<file path="src/rtl/multi_tick_gen.sv">
// NUM_CH independent tick generators sharing one clock: each channel has a loadable
// divisor, periodic or one-shot mode, a one-cycle tick and a square-wave output.
module multi_tick_gen #(
  parameter int NUM_CH      = 4,
  parameter int DIV_W       = 26,
  parameter int DEFAULT_DIV = 50000000
) (
  input  logic              clk_50mhz,
  input  logic              reset_n,
  input  logic [NUM_CH-1:0] en,
  input  logic [NUM_CH-1:0] oneshot,
  input  logic [NUM_CH-1:0] div_load,
  input  logic [DIV_W-1:0]  div_value,
  input  logic              sync,
  output logic [NUM_CH-1:0] tick,
  output logic [NUM_CH-1:0] sq,
  output logic [NUM_CH-1:0] busy
);

  localparam logic [DIV_W-1:0] DEF_DIV = DIV_W'(DEFAULT_DIV);
  localparam logic [DIV_W-1:0] ONE     = DIV_W'(1);

  logic [DIV_W-1:0]  div_reg [NUM_CH];
  logic [DIV_W-1:0]  cnt     [NUM_CH];
  logic [DIV_W-1:0]  div_nxt [NUM_CH];
  logic [DIV_W-1:0]  cnt_nxt [NUM_CH];
  logic [NUM_CH-1:0] en_q;
  logic [NUM_CH-1:0] armed;
  logic [NUM_CH-1:0] armed_nxt;
  logic [NUM_CH-1:0] tick_nxt;
  logic [NUM_CH-1:0] sq_nxt;
  logic [NUM_CH-1:0] busy_nxt;
  logic [DIV_W-1:0]  load_div;

  // A zero divisor would never reach terminal count, so it behaves as divide-by-one.
  assign load_div = (div_value == '0) ? ONE : div_value;

  always_comb begin
    armed_nxt = armed;
    tick_nxt  = '0;
    sq_nxt    = sq;
    busy_nxt  = '0;
    for (int i = 0; i < NUM_CH; i++) begin
      div_nxt[i] = div_load[i] ? load_div : div_reg[i];
      cnt_nxt[i] = cnt[i];
      if (!en[i]) begin
        cnt_nxt[i]   = '0;
        sq_nxt[i]    = 1'b0;
        armed_nxt[i] = 1'b0;
      end else if (div_load[i] || sync || (oneshot[i] && !en_q[i])) begin
        cnt_nxt[i] = '0;
        if (oneshot[i] && !en_q[i])
          armed_nxt[i] = 1'b1;
      end else if (!oneshot[i] || armed[i]) begin
        if (cnt[i] == div_reg[i] - ONE) begin
          cnt_nxt[i]  = '0;
          tick_nxt[i] = 1'b1;
          sq_nxt[i]   = ~sq[i];
          if (oneshot[i])
            armed_nxt[i] = 1'b0;
        end else begin
          cnt_nxt[i] = cnt[i] + ONE;
        end
      end
      busy_nxt[i] = oneshot[i] ? armed_nxt[i] : en[i];
    end
  end

  always_ff @(posedge clk_50mhz or negedge reset_n) begin
    if (!reset_n) begin
      for (int i = 0; i < NUM_CH; i++) begin
        div_reg[i] <= DEF_DIV;
        cnt[i]     <= '0;
      end
      en_q  <= '0;
      armed <= '0;
      tick  <= '0;
      sq    <= '0;
      busy  <= '0;
    end else begin
      for (int i = 0; i < NUM_CH; i++) begin
        div_reg[i] <= div_nxt[i];
        cnt[i]     <= cnt_nxt[i];
      end
      en_q  <= en;
      armed <= armed_nxt;
      tick  <= tick_nxt;
      sq    <= sq_nxt;
      busy  <= busy_nxt;
    end
  end

endmodule

</file>
<file path="config.mk">
export PLATFORM = sky130hd
export DESIGN_NAME = multi_tick_gen
export DESIGN_NICKNAME = d
export VERILOG_FILES = /design/src/rtl/multi_tick_gen.sv
export SDC_FILE = /design/constraint.sdc
export NUM_CORES = 1
export LEC_CHECK = 0
export ABC_AREA = 0
export CAP_MARGIN = 0
export CELL_PAD_IN_SITES_DETAIL_PLACEMENT = 1
export CELL_PAD_IN_SITES_GLOBAL_PLACEMENT = 1
export CORE_AREA = 2 2 184 186
export CTS_CLUSTER_DIAMETER = 80
export DETAILED_ROUTE_END_ITERATION = 7
export DIE_AREA = 0 0 186 188
export PLACE_DENSITY_LB_ADDON = 0.1
export SETUP_SLACK_MARGIN = 0.02
export SKIP_CTS_REPAIR_TIMING = 1
export SYNTH_ARGS = -nofsm -noshare
export SYNTH_HDL_FRONTEND = slang
export SYNTH_SLANG_ARGS = --single-unit
</file>
<file path="constraint.sdc">
create_clock -name clk_50mhz -period 4.15 [get_ports clk_50mhz]
set_input_delay 0.83 -clock clk_50mhz [delete_from_list [all_inputs] [get_ports clk_50mhz]]
set_output_delay 0.83 -clock clk_50mhz [all_outputs]
set_load 0.005 [all_outputs]
</file>
==> results.tsv, run 1 <==
stage	metric	value	unit
final_layout	nets	1859	
route	routed_wirelength	48.7	mm
global_routing	grt_util_all_layers	28.1	%
global_routing	antenna_found_initial	0	
timing	setup_tns	0	ps
clock_network	root_buffer	clkbuf_16	
floorplan	die_w	186	um
clock_network	cts-buffers-inserted	27	
synth	synth_cell_types	79	
timing	rsz0062_at_grt	no	
route	drt_iter0_drc	865	
floorplan	rows	67	
clock_network	clock_sinks	228	
final_layout	fin_util	53.5	%
clock_network	clk_latency	550	ps
place	place_hpwl	34.5	mm
timing	slew_violations	0	
power_and_ir_drop	sw_frac_of_total	27.9	%
power_and_ir_drop	total_power	5790	uW
clock_network	clkSlewWorstSetupHoldPaths	60	ps
setup_path	end_kind	register	
clock_network	cts_tree	built	
setup_path	required	4570	ps
power_and_ir_drop	power_switching	1620	uW
final_layout	final_cells	2278	
run_status	status	finished clean	
synth	async_flop_share	100	%
route	wl_per_cell	21.4	um
synth	synth-seq-cells	228	
synth	synthesis.nets	1845	
setup_path	cp_max_fo	8	
setup_path	critical-path-slowest-cell	or4b_2	
floorplan	io_pins	53	
place	dp.cells	2229	
final_layout	area_growth	13.1	%
power_and_ir_drop	ir_drop	0.298	mV
place	place_congestion	0.888	
floorplan	coreArea	33100	um2
synth	netlist_area	15700	um2
route	vias	14600	
clock_network	cts_max_level	1	
synth	syn_area_per_cell	8.72	um2
global_routing	grt_overflow	0	
setup_path	cp-start-kind	register	
place	dpl-instance-area	16800	um2
setup_path	worstPathCellList	inv_1, ha_1, or4b_2, or3_1, o31a_1, or4_1, or4_4, buf_4, a221oi_1, o31ai_1	
global_routing	grt_pass1_vias	14900	
setup_path	critical_path_class	reg -> reg	
setup_path	slowest_delay	680	ps
timing	relSlewSlack	37.9	%
setup_path	cp.arrival	4360	ps
floorplan	die_h	188	um
power_and_ir_drop	powerDensity	327	nW/um2
synth	synth_edf_count	0	
power_and_ir_drop	cellLeakagePower	0.00652	uW
route	dr.pass1.iters	5	
place	io_buffer_count	52	
global_routing	grt_max_degree	99	
power_and_ir_drop	seqPwrFrac	44.0	%
synth	yosysSeqAreaShare	36.8	%
global_routing	grt_pass1_wl	79.9	mm
timing	skew	9.68	ps
power_and_ir_drop	comb_power_share	13.7	%
power_and_ir_drop	internal_power	4170	uW
timing	hold_violations	0	
run	cap_violations	0	
timing	tightest_slew	919	ps
power_and_ir_drop	clkPwrFrac	42.3	%
timing	fin_crit_sh	95.0	%
route	drc	0	
timing	setup_viol	0	
synth	synth_warnings	0	
clock_network	cts.path.max_buffers	3	
timing	period_needed	3940	ps
final_layout	antennaDiodeCount	0	
final_layout	final_cell_area	17700	um2
timing	max_freq	0.254	GHz
route	antenna_left	0	
floorplan	start_util	47.3	%
route	vias_per_cell	6.42	
worst_hold_path	hp-class	in -> async	
synth	synth_ff_type	dfrtp_1	
final_layout	layout-drive-gt1-share	15.6	%
synth	synth_cells	1796	
floorplan	dieArea	35000	um2
## per-stage QoR
stage | worst slack, ps | hold slack, ps
2_1_floorplan | 555 | 480
3_3_place_gp | 290 | 505
3_5_place_dp | 141 | 525
4_1_cts | 125 | 347
5_1_grt | 24.3 | 338
6_report | 209 | 269
## area by class of cell
type                       count  area (um2)
fill                        3861       15400
multi-input combinational   1391        9260
inverter                      46         173
clock inverter                 7        87.6
clock buffer                  42         812
tap                          448         561
sequential                   228        5770
timing repair buffer         116        1060
## cell families (layout without fill, tap and decap cells)
family                     count (synthesis)  after routing  synth area share (%)
DFF                                      228            228                  36.8
buffers and inverters                    177            211                  4.31
AOI/OAI and AO/OA                        402            402                  18.5
muxes                                    100            100                  7.13
xor gates and xnor gates                 129            129                  7.21
adders and majority gates                  8              8                 0.639
and+or+nand+nor                          752            752                  25.4
## final timing paths
path                             from           to  slack, ps  cells after the start
setup / recovery           div_reg[1]       cnt[4]        210                     10
hold / removal                reset_n       cnt[5]        270                      1
setup reg to reg           div_reg[1]       cnt[4]        210                     10
min in group clk_50mhz        en_q[0]     armed[0]        530                      1
hold reg to reg               en_q[0]     armed[0]        530                      1
max in group asynchronous     reset_n  div_reg[77]       2810                      2
## Yosys cell counts, drive strengths merged, types with 43 or more instances
| cell type | number | area share (%) |
|---|---|---|
| nor4 | 54 | 2.3 |
| clkbuf | 108 | 2.6 |
| nor3 | 53 | 1.7 |
| xor2 | 43 | 2.4 |
| dfstp | 48 | 8.1 |
| nor2 | 88 | 2.1 |
| nand2 | 175 | 4.2 |
| o21ai | 73 | 2.4 |
| inv | 46 | 1.1 |
| nand3 | 133 | 4.2 |
| dfrtp | 180 | 29 |
| xnor2 | 86 | 4.8 |
| mux2 | 93 | 6.7 |
| nand4 | 52 | 2.1 |
## power groups by stage
| stage | Sequential, uW | Clock, uW | Combinational (uW) |
|---|---|---|---|
| floorplan | 2510 | 0 | 524 |
| global placement | 2570 | 0 | 757 |
| detailed placement | 2580 | 0 | 781 |
| CTS | 2550 | 2510 | 789 |
| global route | 2570 | 2590 | 866 |
| finish | 2550 | 2450 | 791 |
## worst max-delay path: cells and delay by family (launching register included)
| kind | cells | cell delay (ps) |
|---|---|---|
| buf+inv | 2 | 280 |
| fa+ha+maj | 1 | 220 |
| flops | 1 | 400 |
| compound gates | 3 | 720 |
| simple gates | 4 | 2170 |
## layout by cell type (no fill, tap or decap), types with 19 or more instances in the layout
| cell | netlist | final |
|---|---|---|
| nor3_1 | 53 | 52 |
| or4_1 | 32 | 31 |
| inv_1 | 46 | 46 |
| nand4_1 | 52 | 52 |
| mux2_2 | 93 | 93 |
| nor2_1 | 88 | 88 |
| nand3_1 | 133 | 133 |
| clkbuf_16 | 0 | 27 |
| dfstp_2 | 48 | 48 |
| a21oi_1 | 42 | 42 |
| clkdlybuf4s50_1 | 0 | 51 |
| a41oi_1 | 27 | 27 |
| o211ai_1 | 40 | 40 |
| xor2_1 | 43 | 43 |
| o21ai_0 | 70 | 70 |
| xnor2_1 | 86 | 86 |
| nand2_1 | 175 | 175 |
| or3_1 | 34 | 34 |
| and2_1 | 22 | 22 |
| and3_1 | 23 | 23 |
| or2_2 | 19 | 19 |
| o31ai_1 | 41 | 41 |
| buf_4 | 0 | 60 |
| dfrtp_1 | 180 | 180 |
| nor4_1 | 51 | 49 |
| a211oi_1 | 19 | 19 |
| a31oi_1 | 33 | 33 |
## layer usage
metal,vias up,part of all wire (%),GRT usage [%]
li1,6830,-,-
met1,7439,45,38.5
met2,292,48,47.2
met3,75,4.5,3.59
met4,0,2.2,6.51
met5,-,0,0
(Power assumes the default switching activity.)
==> run 2: changes to the inputs <==
CORE_AREA = 2 2 177 179   (was 2 2 184 186)
CTS_CLUSTER_DIAMETER = 200   (was 80)
DIE_AREA = 0 0 179 181   (was 0 0 186 188)
SLEW_MARGIN = 20   (was default)
clock period = 4.7 ns   (was 4.15 ns; I/O delays follow)
==> run 2 against run 1 <==
Global-route usage rose by 2.2 points. Critical endpoint is now cnt[81]. Largest cell class unchanged. Power fell by 10%. Sequential share of layout area rose by 0.39 points. Design area fell by 1.2%. Via count rose by 0.24%.
==> results.tsv, run 2 (same netlist as run 1, synthesis figures left out) <==
stage	metric	value	unit
timing	holdWs	460	ps
place	dp.cells	2156	
global_routing	grt_overflow	0	
timing	layout_setup_ws	425	ps
clock_network	clk_latency	560	ps
setup_path	crit_path_frequent_cell	o211ai_1	
final_layout	final_common_cell	dfrtp_1	
final_layout	fillers	3507	
route	vias_per_cell	6.64	
setup_path	end_kind	register	
clock_network	cts.path.max_buffers	3	
timing	skew	9.99	ps
floorplan	io_pins	53	
timing	rsz0062_at_grt	no	
clock_network	root_buffer	clkbuf_16	
clock_network	cts-buffers-inserted	28	
timing	setup_viol	0	
setup_path	cp.arrival	4700	ps
power_and_ir_drop	cellLeakagePower	0.00644	uW
setup_path	reg2reg_depth	10	
timing	max_freq	0.234	GHz
route	routed_wirelength	49.1	mm
route	vias	14700	
setup_path	path_buf_inv	1	
timing	period_needed	4270	ps
route	wl_per_cell	22.3	um
setup_path	critical_path_class	reg -> reg	
setup_path	rrSetupSlack	430	ps
clock_network	cts_tree	built	
final_layout	layout_common_cells	180 x dfrtp_1, 175 x nand2_1, 133 x nand3_1	
final_layout	final_cells	2208	
floorplan	die_h	181	um
setup_path	reg2reg_to	cnt[81]	
final_layout	layout-drive-gt1-share	14.8	%
setup_path	worstPathCellList	inv_1, ha_1, or3b_2, or3_1, a2111oi_0, o211ai_1, nor4_4, and4_1, or4_1, o211ai_1	
global_routing	grt_pass1_vias	15200	
run	cap_violations	0	
setup_path	cp_max_fo	13	
global_routing	grt_pass1_wl	80.0	mm
floorplan	rows	64	
timing	relSlewSlack	24.1	%
timing	fin_crit_sh	91.0	%
route	dr.pass1.iters	5	
place	place_hpwl	35.0	mm
floorplan	coreArea	30300	um2
run_status	status	finished clean	
setup_path	cp-start-kind	register	
final_layout	final_cell_area	17500	um2
route	drc	0	
power_and_ir_drop	powerDensity	297	nW/um2
timing	hold_violations	0	
setup_path	critPathTopFamily	simple AND/OR/NAND/NOR gates	
power_and_ir_drop	ir_drop	0.321	mV
place	place_congestion	0.915	
setup_path	critical-path-slowest-cell	a2111oi_0	
timing	setup_tns	0	ps
clock_network	clock_sinks	228	
floorplan	dieArea	32400	um2
place	pre_cts_slack	475	ps
floorplan	start_util	51.6	%
place	io_buffer_count	52	
route	drt_iter0_drc	960	
global_routing	grt_util_all_layers	30.3	%
final_layout	antennaDiodeCount	0	
setup_path	required	5130	ps
timing	slew_violations	0	
final_layout	nets	1839	
setup_path	timing.rr.start	div_reg[78]	
route	antenna_left	0	
clock_network	clkSlewWorstSetupHoldPaths	60	ps
final_layout	area_growth	11.7	%
clock_network	cts_max_level	1	
global_routing	antenna_found_initial	0	
floorplan	die_w	179	um
global_routing	grt_max_degree	115	
worst_hold_path	hp-class	in -> async	
place	dpl-instance-area	16500	um2
setup_path	slowest_delay	730	ps
timing	tightest_slew	1120	ps
-- run 2: layer usage --
metal / GRT usage (%) / up-vias / share of wire, %
li1: - / 6774 / -
met1: 40.1 / 7490 / 44
met2: 51.4 / 328 / 49
met3: 4.31 / 79 / 4.5
met4: 8.78 / 0 / 2.7
met5: 0 / - / 0
-- run 2: how the worst max path moves through the flow --
| stage | from | slack [ps] | depth (start not counted) | endpoint |
|---|---|---|---|---|
| floorplan | div_reg[78] | 1110 | 12 | cnt[97] |
| global placement | div_reg[0] | 680 | 10 | sq[3] |
| detailed placement | div_reg[78] | 470 | 10 | cnt[84] |
| CTS | div_reg[78] | 470 | 10 | cnt[81] |
| global route | div_reg[78] | 190 | 10 | cnt[81] |
| finish | div_reg[78] | 430 | 10 | cnt[81] |
-- run 2: area by class of cell --
cell class	count	area, um2	area share, %
multi-input cells	1391	9250	52.9
flip-flops and latches	228	5770	32.9
repair buffers	95	861	4.92
clock buffers	38	810	4.63
well taps	396	495	2.83
inverters	46	173	0.987
clock inverters	14	145	0.829
-- run 2: per-stage QoR --
step / util, % / total power [uW]
CTS: 57.7 / 5220
global placement: 54.5 / 2930
global route: 57.7 / 5380
finish: 57.7 / 5190
floorplan: - / 2680
detailed placement: 54.5 / 2960
-- run 2: worst reg2reg max path, stage by stage (launching register included) --
cell,delay (ps)
dfrtp_1,430
inv_1,90
ha_1,220
or3b_2,510
or3_1,380
a2111oi_0,730
o211ai_1,300
nor4_4,540
and4_1,650
or4_1,210
o211ai_1,90
-- run 2: power breakdown --
group / switching, uW / total [uW] / internal [uW]
combinational: 394 / 686 / 292
sequential: 158 / 2250 / 2090
clock: 890 / 2250 / 1360
total: 1440 / 5190 / 3750
